===== config.mk =====
export PLATFORM = sky130hd
export DESIGN_NAME = sixteen_bit_sequential_divider_flat
export DESIGN_NICKNAME = d
export VERILOG_FILES = /design/src/rtl/sixteen_bit_sequential_divider_if.sv /design/src/rtl/sixteen_bit_sequential_divider.sv /design/src/flat_wrapper.sv
export SDC_FILE = /design/constraint.sdc
export NUM_CORES = 1
export LEC_CHECK = 0
export ABC_CLOCK_PERIOD_IN_PS = 4100
export CELL_PAD_IN_SITES_DETAIL_PLACEMENT = 1
export CELL_PAD_IN_SITES_GLOBAL_PLACEMENT = 1
export CORE_UTILIZATION = 42
export CTS_CLUSTER_DIAMETER = 200
export CTS_CLUSTER_SIZE = 30
export DETAILED_ROUTE_END_ITERATION = 10
export PLACE_DENSITY_LB_ADDON = 0.1
export SYNTH_ARGS = -nofsm -noshare
export SYNTH_HDL_FRONTEND = slang
export SYNTH_SLANG_ARGS = --single-unit

===== constraint.sdc =====
create_clock -name clk -period 4.1 [get_ports clk]
set_input_delay 0.82 -clock clk [delete_from_list [all_inputs] [get_ports clk]]
set_output_delay 0.82 -clock clk [all_outputs]
set_load 0.05 [all_outputs]

===== src/rtl/sixteen_bit_sequential_divider_if.sv =====
// Operand/result handshake bundle for the sequential divider.
// The master side presents operands and drains results; the slave side is the divider.
interface sixteen_bit_sequential_divider_if #(
    parameter int unsigned DIVIDEND_W = 16,
    parameter int unsigned DIVISOR_W  = 8
);
    logic                  in_valid;
    logic                  in_ready;
    logic [DIVIDEND_W-1:0] in1;
    logic [DIVISOR_W-1:0]  in2;
    logic                  out_valid;
    logic                  out_ready;
    logic [DIVIDEND_W-1:0] out;
    logic [DIVISOR_W-1:0]  rem;
    logic                  div_by_zero;

    modport master (
        output in_valid, in1, in2, out_ready,
        input  in_ready, out_valid, out, rem, div_by_zero
    );

    modport slave (
        input  in_valid, in1, in2, out_ready,
        output in_ready, out_valid, out, rem, div_by_zero
    );
endinterface


===== src/rtl/sixteen_bit_sequential_divider.sv =====
// Iterative restoring divider: one quotient bit per clock, unsigned dividend / divisor.
// Divide by zero yields all-ones quotient and remainder with div_by_zero set.
module sixteen_bit_sequential_divider #(
    parameter int unsigned DIVIDEND_W = 16,
    parameter int unsigned DIVISOR_W  = 8
) (
    input logic clk,
    input logic rst_n,
    sixteen_bit_sequential_divider_if.slave bus
);
    localparam int unsigned CNT_W = (DIVIDEND_W > 1) ? $clog2(DIVIDEND_W) : 1;
    localparam logic [CNT_W-1:0] LAST = CNT_W'(DIVIDEND_W - 1);

    typedef enum logic [1:0] {IDLE, BUSY, DONE} state_t;

    state_t                state, state_next;
    logic [DIVIDEND_W-1:0] dividend;
    logic [DIVISOR_W-1:0]  divisor;
    logic [DIVISOR_W-1:0]  partial;
    logic [CNT_W-1:0]      count;
    logic                  ready_q;
    logic [DIVIDEND_W-1:0] quot_q;
    logic [DIVISOR_W-1:0]  rem_q;
    logic                  dbz_q;

    logic                  accept;
    logic [DIVISOR_W:0]    shifted;
    logic [DIVISOR_W:0]    diff;
    logic                  q_bit;
    logic [DIVISOR_W-1:0]  partial_next;
    logic [DIVIDEND_W-1:0] dividend_next;

    // The restored remainder is always below the divisor, so only the shifted
    // working value needs the extra bit; the borrow out of the trial subtract
    // decides the quotient bit.
    always_comb begin
        accept        = (state == IDLE) && ready_q && bus.in_valid;
        shifted       = {partial, dividend[DIVIDEND_W-1]};
        diff          = shifted - {1'b0, divisor};
        q_bit         = ~diff[DIVISOR_W];
        partial_next  = q_bit ? diff[DIVISOR_W-1:0] : shifted[DIVISOR_W-1:0];
        dividend_next = {dividend[DIVIDEND_W-2:0], q_bit};
    end

    always_comb begin
        state_next = state;
        case (state)
            IDLE: if (accept) state_next = (bus.in2 == '0) ? DONE : BUSY;
            BUSY: if (count == LAST) state_next = DONE;
            DONE: if (bus.out_ready) state_next = IDLE;
            default: state_next = IDLE;
        endcase
    end

    always_ff @(posedge clk) begin
        if (!rst_n) state <= IDLE;
        else        state <= state_next;
    end

    always_ff @(posedge clk) begin
        if (!rst_n) begin
            ready_q  <= 1'b0;
            dividend <= '0;
            divisor  <= '0;
            partial  <= '0;
            count    <= '0;
            quot_q   <= '0;
            rem_q    <= '0;
            dbz_q    <= 1'b0;
        end else begin
            ready_q <= (state_next == IDLE);
            if (accept) begin
                dividend <= bus.in1;
                divisor  <= bus.in2;
                partial  <= '0;
                count    <= '0;
                if (bus.in2 == '0) begin
                    quot_q <= '1;
                    rem_q  <= '1;
                    dbz_q  <= 1'b1;
                end
            end else if (state == BUSY) begin
                dividend <= dividend_next;
                partial  <= partial_next;
                count    <= count + 1'b1;
                if (count == LAST) begin
                    quot_q <= dividend_next;
                    rem_q  <= partial_next;
                    dbz_q  <= 1'b0;
                end
            end
        end
    end

    assign bus.in_ready    = ready_q;
    assign bus.out_valid   = (state == DONE);
    assign bus.out         = quot_q;
    assign bus.rem         = rem_q;
    assign bus.div_by_zero = dbz_q;
endmodule


===== src/flat_wrapper.sv =====
// flat-port wrapper written by rule: the top's interface ports become plain ports
module sixteen_bit_sequential_divider_flat 
#(
    parameter int unsigned DIVIDEND_W = 16,
    parameter int unsigned DIVISOR_W  = 8
)
  (clk, rst_n, bus_in_valid, bus_in1, bus_in2, bus_out_ready, bus_in_ready, bus_out_valid, bus_out, bus_rem, bus_div_by_zero);
  sixteen_bit_sequential_divider_if #(.DIVIDEND_W(DIVIDEND_W), .DIVISOR_W(DIVISOR_W)) bus_i ();
  input logic clk;
  input logic rst_n;
  input wire logic [$bits(bus_i.in_valid)-1:0] bus_in_valid;
  input wire logic [$bits(bus_i.in1)-1:0] bus_in1;
  input wire logic [$bits(bus_i.in2)-1:0] bus_in2;
  input wire logic [$bits(bus_i.out_ready)-1:0] bus_out_ready;
  output wire logic [$bits(bus_i.in_ready)-1:0] bus_in_ready;
  output wire logic [$bits(bus_i.out_valid)-1:0] bus_out_valid;
  output wire logic [$bits(bus_i.out)-1:0] bus_out;
  output wire logic [$bits(bus_i.rem)-1:0] bus_rem;
  output wire logic [$bits(bus_i.div_by_zero)-1:0] bus_div_by_zero;
  assign bus_i.in_valid = bus_in_valid;
  assign bus_i.in1 = bus_in1;
  assign bus_i.in2 = bus_in2;
  assign bus_i.out_ready = bus_out_ready;
  assign bus_in_ready = bus_i.in_ready;
  assign bus_out_valid = bus_i.out_valid;
  assign bus_out = bus_i.out;
  assign bus_rem = bus_i.rem;
  assign bus_div_by_zero = bus_i.div_by_zero;
  sixteen_bit_sequential_divider #(.DIVIDEND_W(DIVIDEND_W), .DIVISOR_W(DIVISOR_W)) u_core (.clk(clk), .rst_n(rst_n), .bus(bus_i));
endmodule

==> results.toml <==
[layout]
num_antenna_cells = 0
area_growth_pct = 28.2
fin_nets = 409
n_fill_cell = 787
drive_gt1_share_pct = 12.5
final_core_util_pct = 56.0
fin_cells = 472

[clock_network]
cts_num_sinks = 64
cts_tree = "built"
clk_pin_slew_ns = 0.07
cts-root-buf = "clkbuf_8"
clk_path_buf_depth = 2
post-cts-setup-buffer-count = 0
cts_hold_buffers = 0
cts_resized = 0
cts_buffers = 9
worstSkewPairLatency_ns = 0.35
htreeDepth = 3

[global_route]
grt_pass1_vias = 2638
antenna_found_initial = 0
grt_usage_pct = 23.2
grt_pass1_wl_um = 13200
grt_max_degree = 37
overflow = 0

[routing]
vias = 2595
wirelength_um = 8160
wl_per_cell_um = 17.3
ant_nets = 0
drc = 0
viasPerCell = 5.50
dr.pass1.iters = 4
drt_iter0_drc = 99

[run_status]
status = "finished clean"

[synth]
synth_fa_ha_area_share_pct = 4.47
synth_cells = 322
synth_compound_area_share_pct = 28.6
syn_nets = 360
synth_top_area_share_pct = 43.2
synth_top_family_by_area = "compound AO/OA/AOI/OAI gates"
yosys_warnings = 0
syn_area_um2 = 2970
synth.distinct_cells = 51
ys_seq_area_share_pct = 43.2
synth-xor-area-share_pct = 2.07
yosys.area.top_type = "dfxtp_1"
synthMuxAreaShare_pct = 2.40
synth-edff-count = 0
ys_ff_latch = 64
synth_ff_type = "dfxtp_1"
avgSynthCellArea_um2 = 9.22
synthArstFlopShare_pct = 0
synthSimpleGateAreaFrac_pct = 14.2
synth_area_leaders = "dfxtp_1 (43%), o221a_2 (5.7%), a21boi_0 (5.6%), nand2_1 (5.1%), ha_1 (3.8%)"

[timing]
fin_crit_ns = 2.92
setup_viol = 0
rsz0062_at_grt = "false"
finalHoldViolCount = 0
finalMaxSlewViolations = 0
finalCritPeriodShare_pct = 71.3
fmax_mhz = 342
clock_skew_ns = 0.00628
fin_hold_ws_ns = 0.470
fin_setup_tns_ns = 0
slew_headroom_pct = 39.1
max_slew.worst_pin.slew_ns = 0.913

[floorplanning]
die_area_um2 = 7410
core-area_um2 = 6790
ios = 55
dieWidth_um = 86.1
die_h_um = 86.1
rows = 30
start_util_pct = 43.7

[placement]
io_buffers = 54
dpl.hpwl_um = 5590
placed_cells = 456
routabilityCongestion = 0.726

[pwr]
p_per_area_nw_per_um2 = 422
peakVddDrop_v = 0.000260
total_power_uw = 1610
leakagePower_uw = 0.00141

[critical_path]
arrival_ns = 3.17
critPathTopFamily = "simple AND/OR/NAND/NOR gates"
r2r_cells = 9
crit_required_ns = 4.34
worstPathMaxFanout = 25
path_common_cell = "and3_1"
start_kind = "primary input"
path_cells = "clkdlybuf4s50_1, nor4_1, and3_1, or2_1, a21oi_1, and3_1"
max_stage_delay_ns = 0.71
path_buf_inv = 1
crit_type = "primary input to flip-flop"
end_kind = "flip-flop"
cp.depth = 6
cp_slowest_cell = "or2_1"

[run]
maxCapViolations = 0

[hold_path]
hold_depth = 2
hold_class = "flip-flop to flip-flop"
kinds of logic (layout without fill, tap and decap cells):
group | Yosys count | after routing
XOR/XNOR | 7 | 7
flip-flops | 64 | 64
AND/OR/NAND/NOR | 86 | 86
AO/OA/AOI/OAI | 112 | 112
multiplexers | 7 | 7
buffers and inverters | 36 | 90
adder cells (fa/ha/maj) | 10 | 10
final cells by class:
type                    count  area (um2)  share of cell area, %
flip-flops and latches     64        1280                   33.7
well taps                  96         120                   3.16
clock buffers              10         128                   3.35
repair buffers             60         586                   15.4
clock inverters             6        83.8                   2.20
multi-input cells         222        1560                   40.9
inverters                  14        52.6                   1.38
state kept, by name, indices dropped and copies added, names as in the netlist:
register,flops
u_core.bus.div_by_zero,1
u_core.bus.in_ready,1
u_core.bus.out,16
u_core.bus.rem,8
u_core.count,4
u_core.dividend,16
u_core.divisor,8
u_core.partial,8
u_core.state,2
where the power goes:
group	internal, uW	total, uW	switching (uW)
logic	145	342	198
registers	645	667	21.4
clock network	340	598	258
total	1130	1610	477
metrics by stage:
stage | setup WS [ns] | cell area [um2]
5_1_grt | 1.02 | 3810
6_report | 1.18 | 3810
2_1_floorplan | 1.61 | 2970
4_1_cts | 1.19 | 3810
3_5_place_dp | 0.838 | 3590
3_3_place_gp | 0.923 | 3590
metal layers:
metal / vias up / track usage [%] / wire (um) / share of wire (%)
met1: 1273 / 31.7 / 3960 / 49
met3: 9 / 3.66 / 305 / 3.7
li1: 1267 / - / - / -
met5: - / 0 / 0 / 0
met4: 0 / 10.0 / 130 / 1.6
met2: 46 / 36.3 / 3760 / 46
cell usage after synthesis, drive strengths merged (2+ instances only):
master	instances
clkbuf	13
o211ai	2
inv	14
a211o	3
nand4	4
nand2b	4
a211oi	7
dfxtp	64
nor4	2
o221a	15
a21boi	23
a22oi	14
buf	9
o21ai	15
xor2	5
and3	3
nand2	40
a2111oi	2
a21o	2
xnor2	2
nor2	12
o221ai	2
a21oi	23
nand3	5
mux2i	6
nor2b	6
ha	9
tightest hold or removal path, delay by kind of cell (launching register included):
family | cells | cell delay [ns]
flops | 1 | 0.31
compound gates | 1 | 0.06
simple gates | 1 | 0.05
cells in the final DEF (no fill, tap or decap), types with 6 or more instances in the layout:
| cell type | netlist | final |
|---|---|---|
| a21boi_0 | 22 | 22 |
| a21oi_1 | 21 | 21 |
| a22oi_1 | 14 | 14 |
| buf_4 | 0 | 6 |
| clkbuf_8 | 0 | 9 |
| clkdlybuf4s50_1 | 0 | 54 |
| dfxtp_1 | 64 | 64 |
| ha_1 | 9 | 9 |
| inv_1 | 14 | 14 |
| mux2i_1 | 6 | 6 |
| nand2_1 | 40 | 40 |
| nor2_1 | 12 | 12 |
| o21ai_0 | 15 | 15 |
| o221a_2 | 15 | 15 |
final timing paths:
path                                         start                             end  slack, ns
setup / recovery                        bus_in2[6]  u_core.bus.in_ready$_SDFF_PN0_       1.18
setup reg to reg  u_core.dividend[15]$_SDFFE_PN0P_  u_core.partial[5]$_SDFFE_PP0P_       1.33
hold / removal      u_core.divisor[7]$_SDFFE_PN0P_  u_core.divisor[7]$_SDFFE_PN0P_       0.47
hold reg to reg     u_core.divisor[7]$_SDFFE_PN0P_  u_core.divisor[7]$_SDFFE_PN0P_       0.47
(Power assumes the default switching activity.)
